### config.mk
export PLATFORM = sky130hd
export DESIGN_NAME = dsp_acc_quant_fix26_flat
export DESIGN_NICKNAME = d
export VERILOG_FILES = /design/src/rtl/dsp_acc_quant_fix26_if.sv /design/src/rtl/dsp_acc_quant_fix26.sv /design/src/flat_wrapper.sv
export SDC_FILE = /design/constraint.sdc
export NUM_CORES = 1
export LEC_CHECK = 0
export ABC_AREA = 1
export CORE_MARGIN = 3
export CORE_UTILIZATION = 45
export CTS_BUF_LIST = sky130_fd_sc_hd__clkbuf_16
export CTS_CLUSTER_DIAMETER = 100
export DETAILED_ROUTE_END_ITERATION = 8
export PLACE_DENSITY = 0.63
export REMOVE_ABC_BUFFERS = 1
export SLEW_MARGIN = 25
export SYNTH_ARGS = -nofsm -noshare
export SYNTH_HDL_FRONTEND = slang
export SYNTH_SLANG_ARGS = --single-unit
### constraint.sdc
create_clock -name clock0 -period 4.51 [get_ports clock0]
set_input_delay 0.902 -clock clock0 [delete_from_list [all_inputs] [get_ports clock0]]
set_output_delay 0.902 -clock clock0 [all_outputs]
set_load 0.02 [all_outputs]
### src/rtl/dsp_acc_quant_fix26_if.sv
// Operand, result and output-buffer signals of the DSP accumulate/quantize stage.
// The master drives operands and consumes results; the slave is the stage.
interface dsp_acc_quant_fix26_if #(
  parameter int OUT_W = 8
);
  logic                    op_valid;
  logic                    op_first;
  logic                    op_last;
  logic [4:0]              frac_shift;
  logic signed [25:0]      result_in;
  logic                    out_valid;
  logic signed [OUT_W-1:0] out_data;
  logic                    out_ready;
  logic                    ovf_sticky;
  logic                    clr_ovf;

  modport master (
    output op_valid,
    output op_first,
    output op_last,
    output frac_shift,
    output result_in,
    output out_ready,
    output clr_ovf,
    input  out_valid,
    input  out_data,
    input  ovf_sticky
  );

  modport slave (
    input  op_valid,
    input  op_first,
    input  op_last,
    input  frac_shift,
    input  result_in,
    input  out_ready,
    input  clr_ovf,
    output out_valid,
    output out_data,
    output ovf_sticky
  );
endinterface

### src/rtl/dsp_acc_quant_fix26.sv
// Accumulate DSP partial sums per window, round/shift/saturate, 2-entry out buffer.
// Define DSP_ACC_SAT_EN for a saturating (instead of wrapping) accumulator.
module dsp_acc_quant_fix26 #(
  parameter int DSP_LATENCY = 2,
  parameter int ACC_W       = 32,
  parameter int OUT_W       = 8
) (
  input  logic clock0,
  input  logic aclr0,
  dsp_acc_quant_fix26_if.slave bus
);

  localparam logic signed [OUT_W-1:0] Q_MAX = {1'b0, {(OUT_W-1){1'b1}}};
  localparam logic signed [OUT_W-1:0] Q_MIN = {1'b1, {(OUT_W-1){1'b0}}};

  // tag delay line: {valid, first, last}
  logic [2:0] r_tag [DSP_LATENCY];
  logic       w_a_valid;
  logic       w_a_first;
  logic       w_a_last;

  always_ff @(posedge clock0 or posedge aclr0) begin
    if (aclr0) begin
      for (int i = 0; i < DSP_LATENCY; i++) begin
        r_tag[i] <= '0;
      end
    end else begin
      r_tag[0] <= {bus.op_valid, bus.op_first, bus.op_last};
      for (int i = 1; i < DSP_LATENCY; i++) begin
        r_tag[i] <= r_tag[i-1];
      end
    end
  end

  assign w_a_valid = r_tag[DSP_LATENCY-1][2];
  assign w_a_first = r_tag[DSP_LATENCY-1][1];
  assign w_a_last  = r_tag[DSP_LATENCY-1][0];

  logic signed [ACC_W-1:0] r_acc;
  logic signed [ACC_W-1:0] w_sext;
  logic signed [ACC_W-1:0] w_sum;
  logic signed [ACC_W-1:0] w_acc_nxt;
  logic [4:0]              r_shift;
  logic [4:0]              w_shift_nxt;

  assign w_sext = {{(ACC_W-26){bus.result_in[25]}}, bus.result_in};
  assign w_sum  = r_acc + w_sext;

`ifdef DSP_ACC_SAT_EN
  localparam logic signed [ACC_W-1:0] A_MAX = {1'b0, {(ACC_W-1){1'b1}}};
  localparam logic signed [ACC_W-1:0] A_MIN = {1'b1, {(ACC_W-1){1'b0}}};

  logic r_sat;
  logic w_sat_nxt;
  logic w_ovp;
  logic w_ovn;

  assign w_ovp = ~r_acc[ACC_W-1] & ~w_sext[ACC_W-1] & w_sum[ACC_W-1];
  assign w_ovn = r_acc[ACC_W-1] & w_sext[ACC_W-1] & ~w_sum[ACC_W-1];

  // once pinned, the sum stays at the rail until the next window starts
  always_comb begin
    w_acc_nxt = r_acc;
    w_sat_nxt = r_sat;
    if (w_a_valid) begin
      if (w_a_first) begin
        w_acc_nxt = w_sext;
        w_sat_nxt = 1'b0;
      end else if (!r_sat) begin
        unique case (1'b1)
          w_ovp: begin
            w_acc_nxt = A_MAX;
            w_sat_nxt = 1'b1;
          end
          w_ovn: begin
            w_acc_nxt = A_MIN;
            w_sat_nxt = 1'b1;
          end
          default: w_acc_nxt = w_sum;
        endcase
      end
    end
  end

  always_ff @(posedge clock0 or posedge aclr0) begin
    if (aclr0) begin
      r_sat <= 1'b0;
    end else begin
      r_sat <= w_sat_nxt;
    end
  end
`else
  always_comb begin
    w_acc_nxt = r_acc;
    if (w_a_valid) begin
      w_acc_nxt = w_a_first ? w_sext : w_sum;
    end
  end
`endif

  assign w_shift_nxt = (w_a_valid && w_a_first) ? bus.frac_shift : r_shift;

  always_ff @(posedge clock0 or posedge aclr0) begin
    if (aclr0) begin
      r_acc   <= '0;
      r_shift <= '0;
    end else begin
      r_acc   <= w_acc_nxt;
      r_shift <= w_shift_nxt;
    end
  end

  // quant stage captures the completed sum
  logic                    r_q_val;
  logic signed [ACC_W-1:0] r_q_acc;
  logic [4:0]              r_q_sh;

  always_ff @(posedge clock0 or posedge aclr0) begin
    if (aclr0) begin
      r_q_val <= 1'b0;
      r_q_acc <= '0;
      r_q_sh  <= '0;
    end else begin
      r_q_val <= w_a_valid & w_a_last;
      if (w_a_valid && w_a_last) begin
        r_q_acc <= w_acc_nxt;
        r_q_sh  <= w_shift_nxt;
      end
    end
  end

  logic [ACC_W:0]          w_one;
  logic [ACC_W:0]          w_bias;
  logic signed [ACC_W:0]   w_rnd;
  logic signed [ACC_W:0]   w_shr;
  logic                    w_fit;
  logic signed [OUT_W-1:0] w_q;

  assign w_one  = {{ACC_W{1'b0}}, 1'b1};
  assign w_bias = (r_q_sh != 5'd0) ? (w_one << (r_q_sh - 5'd1)) : '0;
  // one guard bit keeps the rounding bias from wrapping the sum
  assign w_rnd  = {r_q_acc[ACC_W-1], r_q_acc} + w_bias;
  assign w_shr  = w_rnd >>> r_q_sh;
  assign w_fit  = (&w_shr[ACC_W:OUT_W-1]) | ~(|w_shr[ACC_W:OUT_W-1]);

  always_comb begin
    w_q = w_shr[OUT_W-1:0];
    if (!w_fit) begin
      w_q = w_shr[ACC_W] ? Q_MIN : Q_MAX;
    end
  end

  // 2-entry output buffer
  logic signed [OUT_W-1:0] r_mem [2];
  logic                    r_wr;
  logic                    r_rd;
  logic [1:0]              r_cnt;
  logic                    r_ovf;
  logic                    w_pop;
  logic                    w_full;
  logic                    w_push;
  logic                    w_drop;

  assign w_pop  = (r_cnt != 2'd0) & bus.out_ready;
  assign w_full = (r_cnt == 2'd2);
  assign w_push = r_q_val & (~w_full | w_pop);
  assign w_drop = r_q_val & w_full & ~w_pop;

  always_ff @(posedge clock0 or posedge aclr0) begin
    if (aclr0) begin
      r_mem[0] <= '0;
      r_mem[1] <= '0;
      r_wr     <= 1'b0;
      r_rd     <= 1'b0;
      r_cnt    <= 2'd0;
      r_ovf    <= 1'b0;
    end else begin
      if (w_push) begin
        r_mem[r_wr] <= w_q;
        r_wr        <= ~r_wr;
      end
      if (w_pop) begin
        r_rd <= ~r_rd;
      end
      unique case ({w_push, w_pop})
        2'b10:   r_cnt <= r_cnt + 2'd1;
        2'b01:   r_cnt <= r_cnt - 2'd1;
        default: r_cnt <= r_cnt;
      endcase
      if (w_drop) begin
        r_ovf <= 1'b1;
      end else if (bus.clr_ovf) begin
        r_ovf <= 1'b0;
      end
    end
  end

  assign bus.out_valid  = (r_cnt != 2'd0);
  assign bus.out_data   = r_mem[r_rd];
  assign bus.ovf_sticky = r_ovf;

endmodule

### src/flat_wrapper.sv
// flat-port wrapper written by rule: the top's interface ports become plain ports
module dsp_acc_quant_fix26_flat 
#(
  parameter int DSP_LATENCY = 2,
  parameter int ACC_W       = 32,
  parameter int OUT_W       = 8
)
  (clock0, aclr0, bus_op_valid, bus_op_first, bus_op_last, bus_frac_shift, bus_result_in, bus_out_ready, bus_clr_ovf, bus_out_valid, bus_out_data, bus_ovf_sticky);
  dsp_acc_quant_fix26_if #(.OUT_W(OUT_W)) bus_i ();
  input  logic clock0;
  input  logic aclr0;
  input wire logic [$bits(bus_i.op_valid)-1:0] bus_op_valid;
  input wire logic [$bits(bus_i.op_first)-1:0] bus_op_first;
  input wire logic [$bits(bus_i.op_last)-1:0] bus_op_last;
  input wire logic [$bits(bus_i.frac_shift)-1:0] bus_frac_shift;
  input wire logic [$bits(bus_i.result_in)-1:0] bus_result_in;
  input wire logic [$bits(bus_i.out_ready)-1:0] bus_out_ready;
  input wire logic [$bits(bus_i.clr_ovf)-1:0] bus_clr_ovf;
  output wire logic [$bits(bus_i.out_valid)-1:0] bus_out_valid;
  output wire logic [$bits(bus_i.out_data)-1:0] bus_out_data;
  output wire logic [$bits(bus_i.ovf_sticky)-1:0] bus_ovf_sticky;
  assign bus_i.op_valid = bus_op_valid;
  assign bus_i.op_first = bus_op_first;
  assign bus_i.op_last = bus_op_last;
  assign bus_i.frac_shift = bus_frac_shift;
  assign bus_i.result_in = bus_result_in;
  assign bus_i.out_ready = bus_out_ready;
  assign bus_i.clr_ovf = bus_clr_ovf;
  assign bus_out_valid = bus_i.out_valid;
  assign bus_out_data = bus_i.out_data;
  assign bus_ovf_sticky = bus_i.ovf_sticky;
  dsp_acc_quant_fix26 #(.DSP_LATENCY(DSP_LATENCY), .ACC_W(ACC_W), .OUT_W(OUT_W)) u_core (.clock0(clock0), .aclr0(aclr0), .bus(bus_i));
endmodule
; After elaboration in Yosys (flattened, before gate mapping)
; Cells that the tools add are included.
[classes]
addsub = 5
mul = 0
n_div = 0
order_cmp = 3
eq_ne = 3
n_shift = 2
mux = 15
bitwise = 14
n_reduce_logical = 9
[op_table]
columns = cell, n
row1 = 32-bit 2-to-1 mux, 2
row2 = 8-bit 2-to-1 mux, 6
row3 = 33-bit adder, 1
row4 = 33-bit 2-to-1 mux, 1
row5 = 1-bit by 5-bit << shifter with 33-bit output (first input constant), 1
row6 = 33-bit by 5-bit >>> shifter with 33-bit output, 1
row7 = 32-bit by 26-bit adder with 32-bit output, 1
row8 = 26-bit AND reduction, 1
row9 = 26-bit OR reduction, 1
row10 = 16-bit bitwise mux, 1
row11 = 8-bit demux with 1-bit select, 1
row12 = 2-bit nonzero test, 3
row13 = 1-bit AND, 5
row14 = 5-bit 2-to-1 mux, 1
row15 = 1-bit inverter, 5
row16 = 5-bit nonzero test, 1
row17 = 5-bit by 1-bit subtractor with 5-bit output (second input constant), 1
row18 = 2-bit == test (second input constant), 2
row19 = 2-bit >= comparator (second input constant), 2
row20 = 1-bit inverter with 2-bit output, 2
row21 = 2-bit one-hot mux with 2 select lines, 1
row22 = 1-bit logical AND, 3
row23 = 2-bit by 1-bit adder with 2-bit output (second input constant), 1
row24 = 2-bit by 1-bit == test with 1-bit output (second input constant), 1
row25 = other kinds (4), 6
[totals]
ff_bits = 102
latch_bits = 0
ram_bits = 0
rom_bits = 0
inputBits = 38
out_inout_bits = 10
word_cells = 64
n_memories = 0

; Longest topological paths before layout
[depth]
ltp_word = 10
depth_mapped = 41
ltp_nobuf = 38

; Worst setup path after synthesis
; OpenSTA, ideal clock, no wires.
[synth_timing]
path_type = reg-to-reg
from = reg u_core.r_q_sh[1]
to = reg u_core.r_mem[10] (netlist name)
setup_time_ps = 117
arrival_ps = 4279
t_required_ps = 4393
slack_ps = 114
path_stages_with_launch = 38
n_path_buf = 4
period_less_slack_ps = 4396
path_cell_list = dfrtp_1 > clkbuf_1 > buf_2 > buf_1 > nor2_1 > inv_1 > nor2_1 > nand2_1 > nand2_1 > nand2_1 > inv_1 > nand2_1 > inv_1 > ha_1 > fa_1 > nand3_1 > nand3_2 > nand2_1 > [... 2 more ...] > nand2_2 > nand2_2 > nand2_1 > nand2_2 > nand2_4 > inv_4 > nand2_4 > buf_4 > nand3_1 > nand2_1 > nor2_1 > nand2_1 > nor2_1 > nand3_2 > nand3_2 > nand2_1 > nand2_1 > nand2_1
[synth_between]
elab_chain_cells = 10
word_cells_on_any_way = 13
cone_classes = add/sub (2) / shift (2) / mux (4) / bitwise (2) / reduce/logical (3)
[synth_lines]
columns = element, line
row1 = start: declaration, dsp_acc_quant_fix26.sv:116  ; logic [4:0] r_q_sh;
row2 = start signal: assignment, dsp_acc_quant_fix26.sv:127  ; r_q_sh <= w_shift_nxt;
row3 = 5-bit by 1-bit subtractor with 5-bit output, dsp_acc_quant_fix26.sv:140  ; assign w_bias = (r_q_sh != 5'd0) ? (w_one << (r_q_sh - 5'd1)) : '0;
row4 = 1-bit by 5-bit << shifter with 33-bit output, dsp_acc_quant_fix26.sv:140
row5 = 33-bit 2-to-1 mux, dsp_acc_quant_fix26.sv:140
row6 = 33-bit adder, dsp_acc_quant_fix26.sv:142  ; assign w_rnd = {r_q_acc[ACC_W-1], r_q_acc} + w_bias;
row7 = 33-bit by 5-bit >>> shifter with 33-bit output (*), dsp_acc_quant_fix26.sv:143  ; assign w_shr = w_rnd >>> r_q_sh;
row8 = 26-bit OR reduction, dsp_acc_quant_fix26.sv:144  ; assign w_fit = (&w_shr[ACC_W:OUT_W-1]) | ~(|w_shr[ACC_W:OUT_W-1]);
row9 = 1-bit inverter, dsp_acc_quant_fix26.sv:144
row10 = 1-bit bitwise OR, dsp_acc_quant_fix26.sv:144
row11 = 8-bit 2-to-1 mux (*), dsp_acc_quant_fix26.sv:148  ; if (!w_fit) begin
row12 = 16-bit bitwise mux (*), dsp_acc_quant_fix26.sv:179  ; r_mem[r_wr] <= w_q;
row13 = end signal: indexed assignment, dsp_acc_quant_fix26.sv:179
row14 = end: declaration, dsp_acc_quant_fix26.sv:154  ; logic signed [OUT_W-1:0] r_mem [2];
; Mark *: on every way between the ends. The rest lies on a longest branch, timed or not.
; A chain may end at the register's enable or synchronous reset.

; Worst setup path after layout
[layout_timing]
from = reg u_core.r_q_sh[1]
to = reg u_core.r_mem[0] (netlist name)
; The elaborated chain is that of the path after synthesis.

==> impl_metrics.env <==
export IMPL_place_detailed_hpwl_mm=26.1
export IMPL_cts_buffer_depth=2
export IMPL_grt_pass1_vias=10400
export IMPL_post_cts_hold_buffer_count=0
export IMPL_total_power_w=0.00508
export IMPL_critPathLaunchType="flip-flop"
export IMPL_reg2reg_from="u_core.r_q_sh[1]"
export IMPL_groute_usage_overall=0.251
export IMPL_ioPinCount=48
export IMPL_postSynth_topFlopCell="dfrtp_1"
export IMPL_synth_seq_cells=102
export IMPL_syn_area_per_cell_um2=6.04
export IMPL_critical_path_most_common_cell="nand2_1"
export IMPL_slew_headroom=0.369
export IMPL_setup_worst_path_end="u_core.r_mem[0]"
export IMPL_seq_area_frac_synth=0.237
export IMPL_timing_reg2reg_worst_path_depth=31
export IMPL_startpoint="u_core.r_q_sh[1]"
export IMPL_grt_antenna_before_repair=0
export IMPL_worstMarginPinSlew_ns=0.946
export IMPL_layout_worst_path_cycle_share=0.916
export IMPL_core_rows=55
export IMPL_p_leak_nw=6.37
export IMPL_placed_cells_incl_taps=2110
export IMPL_setup_reg_to_reg_worst_slack_ns=0.38
export IMPL_firstDrtPassIters=5
export IMPL_fp_coreArea_um2=23100
export IMPL_detail_route_iter0_violations=966
export IMPL_cts_buffers_inserted=9
export IMPL_cp_data_required_time_ns=4.80
export IMPL_fill_cells=2426
export IMPL_cts_root_buf="clkbuf_16"
export IMPL_slowest_delay_ns=0.39
export IMPL_synth_warning_count=0
export IMPL_gp_routability_congestion=0.956
export IMPL_cts_num_sinks=102
export IMPL_die_x_um=161
export IMPL_vdd_drop_max_mv=0.202
export IMPL_synthCells=1781
export IMPL_grt_ovfl_total=0
export IMPL_final_max_slew_viol_count=0
export IMPL_areaGrowthSynthToFinish_pct=12.9
export IMPL_distinct_cell_type_count_after_synthesis=52
export IMPL_asyncSetResetFlopFracSynth=1.00
export IMPL_worstReg2RegEnd="u_core.r_mem[0]"
export IMPL_die_footprint_um2=25800
export IMPL_tritoncts="yes"
export IMPL_clk_pin_slew_worst_paths_ns=0.07
export IMPL_status="completed"
export IMPL_via_per_inst=5.34
export IMPL_layout_min_cycle_time_ns=4.13
export IMPL_worstSkewPairLatency_ns=0.36
export IMPL_drc_errors=0
export IMPL_finalSetupViolations=0
export IMPL_power_per_cell_area_nw_per_um2=419
export IMPL_nNetsFinal=1913
export IMPL_post_drt_wl_per_cell_um=15.4
export IMPL_post_synth_instance_area_um2=10700
export IMPL_timing_critical_path_to_type="flip-flop"
export IMPL_worst_path_max_delay_cell="dfrtp_1"
export IMPL_postRouteAntennaNets=0
export IMPL_final_setup_skew_ns=0.0124
export IMPL_buffer_ports_inserted=47
export IMPL_final_layout_size_suffix_gt1_frac=0.0976
export IMPL_maximum_number_of_pins_on_one_net_before_global_route_repair=79
export IMPL_antenna_cells=0
export IMPL_path_max_fanout=7
export IMPL_drv_cap=0
export IMPL_first_pass_grt_wire_length_mm=53.1
export IMPL_initial_util=0.466
export IMPL_achievable_frequency_mhz=242
export IMPL_timing_critical_path_arrival_ns=4.42
export IMPL_die_height_um=161
export IMPL_hold_viol_final=0
export IMPL_cts_htree_levels=3
export IMPL_worstSetupPathType="flip-flop to flip-flop"
export IMPL_tightest_hold_check_type="flip-flop to flip-flop"
export IMPL_routed_wl_mm=32.8
export IMPL_vias_after_detailed_routing=11400
export IMPL_final_cells=2127
export IMPL_synth_edf_count=0
==> where the power goes <==
group / switching (W) / internal (W)
sequential: 0.000162 / 0.00114
combinational: 0.00195 / 0.00106
clock: 0.000385 / 0.000388
total: 0.00250 / 0.00259
==> stage by stage <==
stage | TNS (ns) | cell area, um2 | setup WS (ns) | hold WS, ns | util
after global placement | 0 | 11600 | 0.195 | 0.335 | 0.502
after floorplan | -9.16 | 10500 | -0.655 | 0.331 | -
after detailed placement | 0 | 11600 | 0.161 | 0.340 | 0.502
after global routing | -0.000367 | 12100 | -0.000367 | 0.358 | 0.526
final | 0 | 12100 | 0.379 | 0.355 | 0.526
after CTS | 0 | 11900 | 0.126 | 0.358 | 0.515
==> cells in the final DEF, fill, tap and decap left out, types with 7 or more instances in the layout <==
| cell type | instances |
|---|---|
| xor2_1 | 28 |
| o211ai_1 | 10 |
| clkbuf_16 | 9 |
| nand3_2 | 33 |
| nand2_1 | 600 |
| nand3b_1 | 9 |
| o21ai_0 | 60 |
| clkdlybuf4s50_1 | 47 |
| buf_4 | 31 |
| clkinv_1 | 7 |
| nand3_1 | 257 |
| nor3_1 | 9 |
| ha_1 | 58 |
| nor2_1 | 117 |
| nor2_2 | 25 |
| nand2_2 | 34 |
| a21oi_1 | 74 |
| xnor2_1 | 7 |
| inv_1 | 195 |
| dfrtp_1 | 102 |
==> logic make-up after synthesis <==
logic type,Yosys count,share of synthesized area
XOR/XNOR,36,0.0293
adder cells (fa/ha/maj),66,0.0782
AND/OR/NAND/NOR,1110,0.453
AO/OA/AOI/OAI,193,0.101
other,1,0.000349
buffers and inverters,270,0.0977
multiplexers,3,0.00279
flip-flops,102,0.237
==> how the worst min path moves through the flow <==
| stage | startpoint | end | slack (ns) | cells past startpoint |
|---|---|---|---|---|
| global placement | u_core.r_tag[5] | u_core.r_tag[2] | 0.34 | 0 |
| floorplan | u_core.r_tag[3] | u_core.r_tag[0] | 0.33 | 0 |
| finish | u_core.r_tag[3] | u_core.r_tag[0] | 0.36 | 0 |
| detailed placement | u_core.r_tag[5] | u_core.r_tag[2] | 0.34 | 0 |
| global route | u_core.r_tag[3] | u_core.r_tag[0] | 0.36 | 0 |
| CTS | u_core.r_tag[3] | u_core.r_tag[0] | 0.36 | 0 |
==> synthesized netlist by cell type, drive strengths merged, types with 5 or more instances <==
| cell | instances | area (um2) |
|---|---|---|
| nand2 | 638 | 2490 |
| nand3 | 292 | 1570 |
| inv | 202 | 761 |
| nor2 | 145 | 574 |
| dfrtp | 102 | 2550 |
| a21oi | 82 | 418 |
| o21ai | 66 | 330 |
| ha | 64 | 801 |
| buf | 36 | 161 |
| xor2 | 29 | 254 |
| clkbuf | 25 | 101 |
| nor3 | 10 | 55.1 |
| o211ai | 10 | 75.1 |
| nand3b | 9 | 67.6 |
| clkinv | 7 | 26.3 |
| xnor2 | 7 | 61.3 |
| nand4 | 6 | 37.5 |
| a31oi | 5 | 31.3 |
| or2 | 5 | 31.3 |
==> cell type report <==
cell class	instances	area (um2)	share of cell area
clock buffers	9	225	0.0186
clock inverters	7	66.3	0.00547
inverters	209	795	0.0655
multi-input cells	1409	7400	0.610
flip-flops and latches	102	2550	0.210
well taps	313	392	0.0323
repair buffers	78	703	0.0580
==> what timing repair did <==
item / CTS / global route
endpoints found under the setup margin: 0 / 14
resized for setup: 0 / 63
buffers inserted: 0 / 1
==> critical path, delay by kind of cell, from the launching register on <==
| family | cells | cell delay (ns) |
|---|---|---|
| flip-flops | 1 | 0.39 |
| AND/OR/NAND/NOR | 24 | 2.64 |
| adder cells (fa/ha/maj) | 2 | 0.57 |
| buffers and inverters | 5 | 0.45 |
==> registers in the layout, summed over array words and instances (netlist names) <==
register	count
u_core.r_rd	1
u_core.r_acc	32
u_core.r_q_acc	32
u_core.r_q_sh	5
u_core.r_cnt	2
u_core.r_q_val	1
u_core.r_tag	6
u_core.r_wr	1
u_core.bus.ovf_sticky	1
u_core.r_mem	16
u_core.r_shift	5
==> layer usage <==
metal  GRT usage  share of wire  vias to the layer above
met3      0.0253          0.045                       42
met2       0.400           0.45                      289
met4      0.0809          0.028                        0
met5           0              0                        -
li1            -              -                     5819
met1       0.358           0.48                     5216
(Power assumes the default switching activity.)
